$ cat src/rtl/proc_run_controller.sv
// Run sequencer for the 9-bit single-cycle core: start handshake, core clear,
// instruction-issue gating, run-cycle budget and completion/timeout reporting.
module proc_run_controller #(
  parameter int MAX_CYCLES   = 4096,
  parameter int CNT_W        = 16,
  parameter int CLEAR_CYCLES = 2
) (
  input  logic             clk,
  input  logic             reset,
  input  logic             start,
  input  logic             done_i,
  output logic             run_en,
  output logic             core_clear,
  output logic             ack,
  output logic             timeout,
  output logic [CNT_W-1:0] cycle_count,
  output logic [2:0]       state
);

  typedef enum logic [2:0] {
    ST_IDLE    = 3'd0,
    ST_ARMED   = 3'd1,
    ST_CLEAR   = 3'd2,
    ST_RUN     = 3'd3,
    ST_DONE    = 3'd4,
    ST_TIMEOUT = 3'd5
  } state_e;

  localparam int                CLR_W    = (CLEAR_CYCLES > 1) ? $clog2(CLEAR_CYCLES) : 1;
  localparam logic [CLR_W-1:0]  CLR_LAST = CLR_W'(CLEAR_CYCLES - 1);
  localparam logic [CNT_W-1:0]  CNT_LAST = CNT_W'(MAX_CYCLES - 1);
  localparam logic [CNT_W-1:0]  CNT_MAX  = CNT_W'(MAX_CYCLES);

  state_e             r_state;
  state_e             w_state_nxt;
  logic [CLR_W-1:0]   r_clr_cnt;
  logic [CLR_W-1:0]   w_clr_nxt;
  logic [CNT_W-1:0]   r_cycle_count;
  logic [CNT_W-1:0]   w_cnt_nxt;
  logic               r_run_en;
  logic               r_core_clear;
  logic               r_ack;
  logic               r_timeout;

  // Next-state and counter update; illegal encodings fall back to IDLE.
  always_comb begin
    w_state_nxt = r_state;
    w_clr_nxt   = r_clr_cnt;
    w_cnt_nxt   = r_cycle_count;
    case (r_state)
      ST_IDLE: begin
        if (start) begin
          w_state_nxt = ST_ARMED;
        end else begin
          w_state_nxt = ST_IDLE;
        end
      end
      ST_ARMED: begin
        if (!start) begin
          w_state_nxt = ST_CLEAR;
          w_clr_nxt   = {CLR_W{1'b0}};
          w_cnt_nxt   = {CNT_W{1'b0}};
        end else begin
          w_state_nxt = ST_ARMED;
        end
      end
      ST_CLEAR: begin
        if (r_clr_cnt == CLR_LAST) begin
          w_state_nxt = ST_RUN;
        end else begin
          w_clr_nxt = r_clr_cnt + CLR_W'(1);
        end
      end
      ST_RUN: begin
        // done has priority over budget exhaustion; the done cycle is not counted
        if (done_i) begin
          w_state_nxt = ST_DONE;
        end else if (r_cycle_count == CNT_LAST) begin
          w_state_nxt = ST_TIMEOUT;
          w_cnt_nxt   = CNT_MAX;
        end else begin
          w_cnt_nxt = r_cycle_count + CNT_W'(1);
        end
      end
      ST_DONE, ST_TIMEOUT: begin
        if (start) begin
          w_state_nxt = ST_ARMED;
        end else begin
          w_state_nxt = r_state;
        end
      end
      default: begin
        w_state_nxt = ST_IDLE;
      end
    endcase
  end

  // State, counters and output flags, all registered from the next state.
  always_ff @(posedge clk or negedge reset) begin
    if (!reset) begin
      r_state       <= ST_IDLE;
      r_clr_cnt     <= {CLR_W{1'b0}};
      r_cycle_count <= {CNT_W{1'b0}};
      r_run_en      <= 1'b0;
      r_core_clear  <= 1'b0;
      r_ack         <= 1'b0;
      r_timeout     <= 1'b0;
    end else begin
      r_state       <= w_state_nxt;
      r_clr_cnt     <= w_clr_nxt;
      r_cycle_count <= w_cnt_nxt;
      r_run_en      <= (w_state_nxt == ST_RUN);
      r_core_clear  <= (w_state_nxt == ST_CLEAR);
      r_ack         <= (w_state_nxt == ST_DONE) || (w_state_nxt == ST_TIMEOUT);
      r_timeout     <= (w_state_nxt == ST_TIMEOUT);
    end
  end

  assign run_en      = r_run_en;
  assign core_clear  = r_core_clear;
  assign ack         = r_ack;
  assign timeout     = r_timeout;
  assign cycle_count = r_cycle_count;
  assign state       = r_state;

endmodule

$ cat config.mk
export PLATFORM = sky130hd
export DESIGN_NAME = proc_run_controller
export DESIGN_NICKNAME = d
export VERILOG_FILES = /design/src/rtl/proc_run_controller.sv
export SDC_FILE = /design/constraint.sdc
export NUM_CORES = 1
export LEC_CHECK = 0
export CAP_MARGIN = 15
export CORE_MARGIN = 1.5
export CORE_UTILIZATION = 25
export CTS_BUF_LIST = sky130_fd_sc_hd__clkbuf_16
export DETAILED_ROUTE_END_ITERATION = 10
export GPL_TIMING_DRIVEN = 0
export PLACE_DENSITY_LB_ADDON = 0.3
export SLEW_MARGIN = 25
export SYNTH_ARGS = -nofsm -noshare
export SYNTH_HDL_FRONTEND = slang
export SYNTH_SLANG_ARGS = --single-unit
$ cat constraint.sdc
create_clock -name clk -period 4.8 [get_ports clk]
set_input_delay 0.96 -clock clk [delete_from_list [all_inputs] [get_ports clk]]
set_output_delay 0.96 -clock clk [all_outputs]
set_load 0.01 [all_outputs]
Word level (Yosys, flattened, before mapping)
Cells that the tools add are included.
- $add $sub $neg: 2
- magnitude comparators: 0
- bitwise operators: 0
- reduce and logical (&&, ||, !) cells: 7
- $mul: 0
- equality and inequality tests: 12
- shift-type cells: 0
- muxes and demuxes: 14
- divide/modulo/power cells: 0
- operators with widths (kind ; count):
    $mux 16 ; 3
    $pmux 16 s2 ; 1
    $add 16x1->16 const B ; 1
    $eq 16x12->1 const B ; 1
    $pmux 3 s5 ; 1
    $eq 3x2->1 const B ; 4
    $eq 3x3->1 const B ; 4
    $mux 3 ; 4
    $ne 2x2->1 const B ; 2
    $reduce_bool 2->1 ; 2
    $eq 3x1->1 const B ; 1
    $logic_not 3->1 ; 1
    $mux 1 ; 3
    $reduce_and 3->1 ; 1
    $mux 2 ; 1
    $pmux 1 s2 ; 1
    $reduce_and 2->1 ; 1
    $reduce_or 2->1 ; 1
    $add 1x1->1 const B ; 1
    $logic_or 1x1->1 ; 1
- input port bits: 4
- output and inout port bits: 23
- logic and storage cells: 42
- latch bits: 0
- bits in writable memories: 0
- bits in registers: 24
- ROM bits: 0
- memories: 0

Depth between registers and ports, before layout
Gate-level depths: netlist (run 1).
- depth after elaboration: 6
- depth in mapped cells: 7
- depth with buffers taken out: 5

Worst setup path after synthesis (run 1)
OpenSTA, ideal clock, no wires.
- kind: input to register
- from: in done_i
- to: reg r_cycle_count[3], in the netlist cycle_count[3]
- path slack: 2.975 ns
- arrival: 1.686 ns
- library setup time: 0.139 ns
- path buffers: 1
- stages on the path: 4
- required time: 4.661 ns
- cells stage by stage: mux2i_1 -> and3b_1 -> clkbuf_1 -> a31oi_1
- longest elaborated chain between the ends: 2
- ends and longest elaborated chain (item ; line ; RTL):
    start: declaration ; 11 ; input logic done_i,
    $ne 2x2->1 (no line) ; n/a ;
    $reduce_and 3->1 (no line) ; n/a ;
    end signal: assignment ; 103 ; r_cycle_count <= {CNT_W{1'b0}};
    end signal: assignment ; 111 ; r_cycle_count <= w_cnt_nxt;
    end: declaration ; 38 ; logic [CNT_W-1:0] r_cycle_count;
Every way passes these cells.
A chain may end at the register's enable or synchronous reset.

Worst setup path after layout (run 1)
- from: in done_i
- to: reg r_cycle_count[9], in the netlist cycle_count[9]
The elaborated chain is that of the path after synthesis.

==> summary by stage, run 1 <==
Placed design
Once detailed placement completed, the half-perimeter wirelength came to between 2000 and 2500 um. The congestion estimate from routability-driven global placement came to between 0.8 and 0.9. The minimum setup slack after placement is approximately 2.1 ns.

The total of buffers placed on input and output ports is 26.

STA
The number of setup violations in the final report is 0. Across the routed clock network, the largest skew measured is between 0.005 and 0.006 ns. Setup repair after global routing left no endpoint under its margin. The final count of hold timing violations is 0. The upper clock frequency limit is slightly above 0.4 GHz. The number of max-slew violations in the final report came to 0. The setup total negative slack is 0 ns.

For the finished layout, the period the worst path requires is ~2.5 ns. For the pin with the worst max-slew slack, the measured transition is between 0.5 and 0.6 ns. The relative slew slack is roughly 63%. In the post-route analysis, the smallest setup slack over all paths is 2.35 ns. Dividing the final minimum period by the clock period gives between 50% and 60%.

Global route
The remaining global-route overflow is 0. The number of antenna violations at the first check in global routing came to 0. The via count of the first global-routing pass is roughly 1100. The global-route wire length before repair is 5770 um. The overall routing resource usage is approximately an eighth. The largest net degree at the start of global routing is 25.

Drt
The detailed-route wire length is about 3400 um. In the detailed route, the total length drawn on met3 is between 100 and 150 um. Dividing the detail-routed wire length by the instance count gives between 10 and 15 um. The overall via count from detail_route is 1196. The highest routed metal layer is met4. The number of remaining DRC errors is 0. The detailed-routed wire length on met2 is 1600 um.

The number of nets with antenna violations after detailed routing is 0. After the first detailed-routing iteration, the DRC count stood at approximately 140. Before antenna repair, the detailed router went through 4 iterations. The number of vias per cell after detailed routing is 5.00.

The detailed-route wire length on metal 1 is ~1700 um.

Critical path
In this run the critical register-to-register path is launched from cycle_count[0]. The destination of the worst register-to-register timing path is cycle_count[2]. STA classifies the critical path startpoint as a primary input.

Of all nets on the critical path, the largest fanout is 10. The setup slack of the worst register-to-register path is about 2.9 ns. The data required time of the critical path is a little under 5 ns. The worst setup path is captured at a flip-flop. The worst register-to-register path has a depth of 7. The worst setup path is of the primary input to flip-flop kind. STA puts the critical path data arrival time at 2.55 ns.

Clocking
The later-pin clock latency in the skew report is approximately 0.26 ns. The count of hold-fix buffers inserted at cts is 0. After clock tree synthesis, the clock-pin slew on the worst setup and hold paths is ~0.060 ns. The clock net in this run drives a total of 24 sinks. The deepest clock path buffer count is 2. The H-tree depth reported by CTS is 1. The number of clock buffers added by TritonCTS is 3. In this run the post-CTS setup repair buffer count came out at 0. The number of gates resized after CTS was 0.

The TritonCTS clock tree is done. The CTS root buffer is sky130_fd_sc_hd__clkbuf_16.

Synthesis
The share of synthesized registers carrying an async set or reset is 100%. Yosys mapped a number of flops with a built-in enable equal to 0. Of all cell types, the one taking the most synthesized area is sky130_fd_sc_hd__dfrtp_1. The proportion of synthesized chip area in sequential cells is 43.2%.

The register bit count reported by yosys is 24. The most frequently used flop master after synthesis is sky130_fd_sc_hd__dfrtp_1. After synthesis, the cell types taking the most area are sky130_fd_sc_hd__dfrtp_1 (43%), sky130_fd_sc_hd__a31oi_1 (8.6%), sky130_fd_sc_hd__nand3b_1 (3.8%), sky130_fd_sc_hd__nand2_1 (2.7%), sky130_fd_sc_hd__a41oi_1 (2.5%). The post-synthesis instance area is between 1000 and 1500 sq um. The netlist uses 40 different library cells. The post-synthesis area per instance is about 10 sq um. The total number of yosys warnings is 0.

Synthesis produced a netlist with a net count of 144. The count of mapped cells out of synthesis is 139. The synthesized design devotes to its leading area cell type a little over two fifths of total area.

Worst hold path
The path class of the tightest hold or removal check is flip-flop to flip-flop. Along the worst hold path, the cell count comes to 1. The beginning of the worst hold path is cycle_count[11]. For hold timing, the worst endpoint is cycle_count[11].

Pwr
VDD sags by at most approximately 250 uV. The total power density per cell area is around 420 nW/um^2. In this run the static leakage power is 0.725 nW.

Floorplan
The die covers 6020 sq um. 27 I/O pins were placed. The initial standard-cell utilization of the core is a little over a quarter. The horizontal die dimension is slightly below 80 um. The vertical die dimension is 77.6 um. The floorplan has 26 rows. The floorplan step defined a core boundary enclosing between 5000 and 6000 sq um.

Outcome
The flow ran to the end, and the final reports show no timing, DRC or antenna violations.

Final layout
The signed area change from the synthesized netlist to the final layout is 30.3%. The number of antenna diodes in the final layout is 0. The count of nets after finishing is ~180. The share of post-route cells with drive strength above 1 is 11.2%. Fill cells in the final layout number 526.

Run
The tool flagged a number of max-cap violations equal to 0.
Yosys cell counts (2+ instances only):
cell                       number
sky130_fd_sc_hd__o21ai_0        4
sky130_fd_sc_hd__inv_1          6
sky130_fd_sc_hd__o22ai_1        2
sky130_fd_sc_hd__and4_1         3
sky130_fd_sc_hd__and3_1         2
sky130_fd_sc_hd__nand3_1        7
sky130_fd_sc_hd__nor2b_1        3
sky130_fd_sc_hd__dfrtp_1       24
sky130_fd_sc_hd__nand2_1       10
sky130_fd_sc_hd__a31oi_1       19
sky130_fd_sc_hd__nand4_1        5
sky130_fd_sc_hd__a41oi_1        4
sky130_fd_sc_hd__a21oi_1        4
sky130_fd_sc_hd__buf_2          2
sky130_fd_sc_hd__buf_4          2
sky130_fd_sc_hd__nor2_1         7
sky130_fd_sc_hd__nand3b_1       7
sky130_fd_sc_hd__mux2i_1        2
sky130_fd_sc_hd__buf_6          3
sky130_fd_sc_hd__nor4_1         3
report_power, final:
group          switching, mW  internal [mW]  total (mW)
combinational          0.162          0.151       0.313
sequential            0.0307          0.239       0.270
clock                 0.0711          0.111       0.183
metrics by stage:
step	power, mW	hold slack [ns]	area, sq um	std cells	util (%)
after floorplan	0.469	0.509	1390	139	-
after global placement	0.585	0.514	1740	235	33.2
after detailed placement	0.586	0.523	1730	235	33.1
after CTS	0.774	0.531	1810	239	34.6
after global routing	0.810	0.559	1810	239	34.6
final	0.765	0.528	1810	239	34.6
critical path: stages:
cell                              delay, ns
sky130_fd_sc_hd__clkdlybuf4s50_1       0.50
sky130_fd_sc_hd__mux2i_1               0.21
sky130_fd_sc_hd__and3b_1               0.23
sky130_fd_sc_hd__clkbuf_1              0.45
sky130_fd_sc_hd__a31oi_1               0.19
layout make-up:
class	count	area, sq um	area share (%)
Sequential cell	24	601	33.1
Multi-Input combinational cell	99	686	37.8
Timing Repair Buffer	26	255	14.1
Buffer	10	81.3	4.49
Clock buffer	3	75.1	4.14
Clock inverter	1	3.75	0.207
Tap cell	70	87.6	4.83
Inverter	6	22.5	1.24
cells by family (layout without fill, tap and decap cells):
logic type	count (synthesis)	count (layout)	synth area share [%]
AND/OR/NAND/NOR	55	55	26.1
AO/OA/AOI/OAI	40	40	20.3
flip-flops	24	24	43.2
buffers and inverters	16	46	7.47
multiplexers	2	2	1.44
adder cells (fa/ha/maj)	1	1	0.900
XOR/XNOR	1	1	0.630
sequential cells by signal, summed over array words and instances, names as in the netlist:
name,flops
ack,1
core_clear,1
cycle_count,16
r_clr_cnt,1
run_en,1
state,3
timeout,1
metal layers:
| metal | track usage, % | up-vias |
|---|---|---|
| li1 | - | 601 |
| met1 | 17.1 | 561 |
| met2 | 18.2 | 30 |
| met3 | 2.47 | 4 |
| met4 | 2.91 | 0 |
| met5 | 0 | - |
placed cells by master, fill, tap and decap left out, types with 2 or more instances in the layout:
master / n
sky130_fd_sc_hd__nand4_1: 5
sky130_fd_sc_hd__dfrtp_1: 24
sky130_fd_sc_hd__a21oi_1: 4
sky130_fd_sc_hd__o22ai_1: 2
sky130_fd_sc_hd__buf_4: 2
sky130_fd_sc_hd__nand3_1: 7
sky130_fd_sc_hd__buf_6: 3
sky130_fd_sc_hd__nand3b_1: 7
sky130_fd_sc_hd__nand2_1: 10
sky130_fd_sc_hd__and4_1: 3
sky130_fd_sc_hd__mux2i_1: 2
sky130_fd_sc_hd__nor2b_1: 3
sky130_fd_sc_hd__o21ai_0: 4
sky130_fd_sc_hd__a41oi_1: 4
sky130_fd_sc_hd__clkbuf_16: 3
sky130_fd_sc_hd__nor4_1: 3
sky130_fd_sc_hd__and3_1: 2
sky130_fd_sc_hd__clkdlybuf4s50_1: 25
sky130_fd_sc_hd__nor2_1: 7
sky130_fd_sc_hd__inv_1: 6
sky130_fd_sc_hd__buf_2: 3
sky130_fd_sc_hd__a31oi_1: 19
how the worst max path moves through the flow:
stage / start / to / cells after the start / slack [ns]
after floorplan: done_i / cycle_count[3] / 4 / 2.98
after global placement: done_i / cycle_count[9] / 5 / 2.13
after detailed placement: done_i / cycle_count[2] / 5 / 2.13
after CTS: done_i / cycle_count[9] / 5 / 2.38
after global routing: done_i / cycle_count[9] / 5 / 2.24
final: done_i / cycle_count[9] / 5 / 2.35
Power figures use the tool's default switching activity.
==> inputs of run 2 (changes only) <==
Clock period 4.8 ns to 2.3 ns, I/O delays scaled along.
==> results of run 2 <==
Same layout as run 1 (identical final DEF). Status: finished, final reports clean.
Among the figures that moved: setup slack after placement 2.13 ns -> 0.127 ns; setup slack after layout 2.35 ns -> 0.348 ns; hold slack 0.528 ns -> 0.182 ns; register-to-register setup slack 2.90 ns -> 0.40 ns; total power 0.765 mW -> 1.60 mW; worst IR drop on VDD 247 uV -> 515 uV
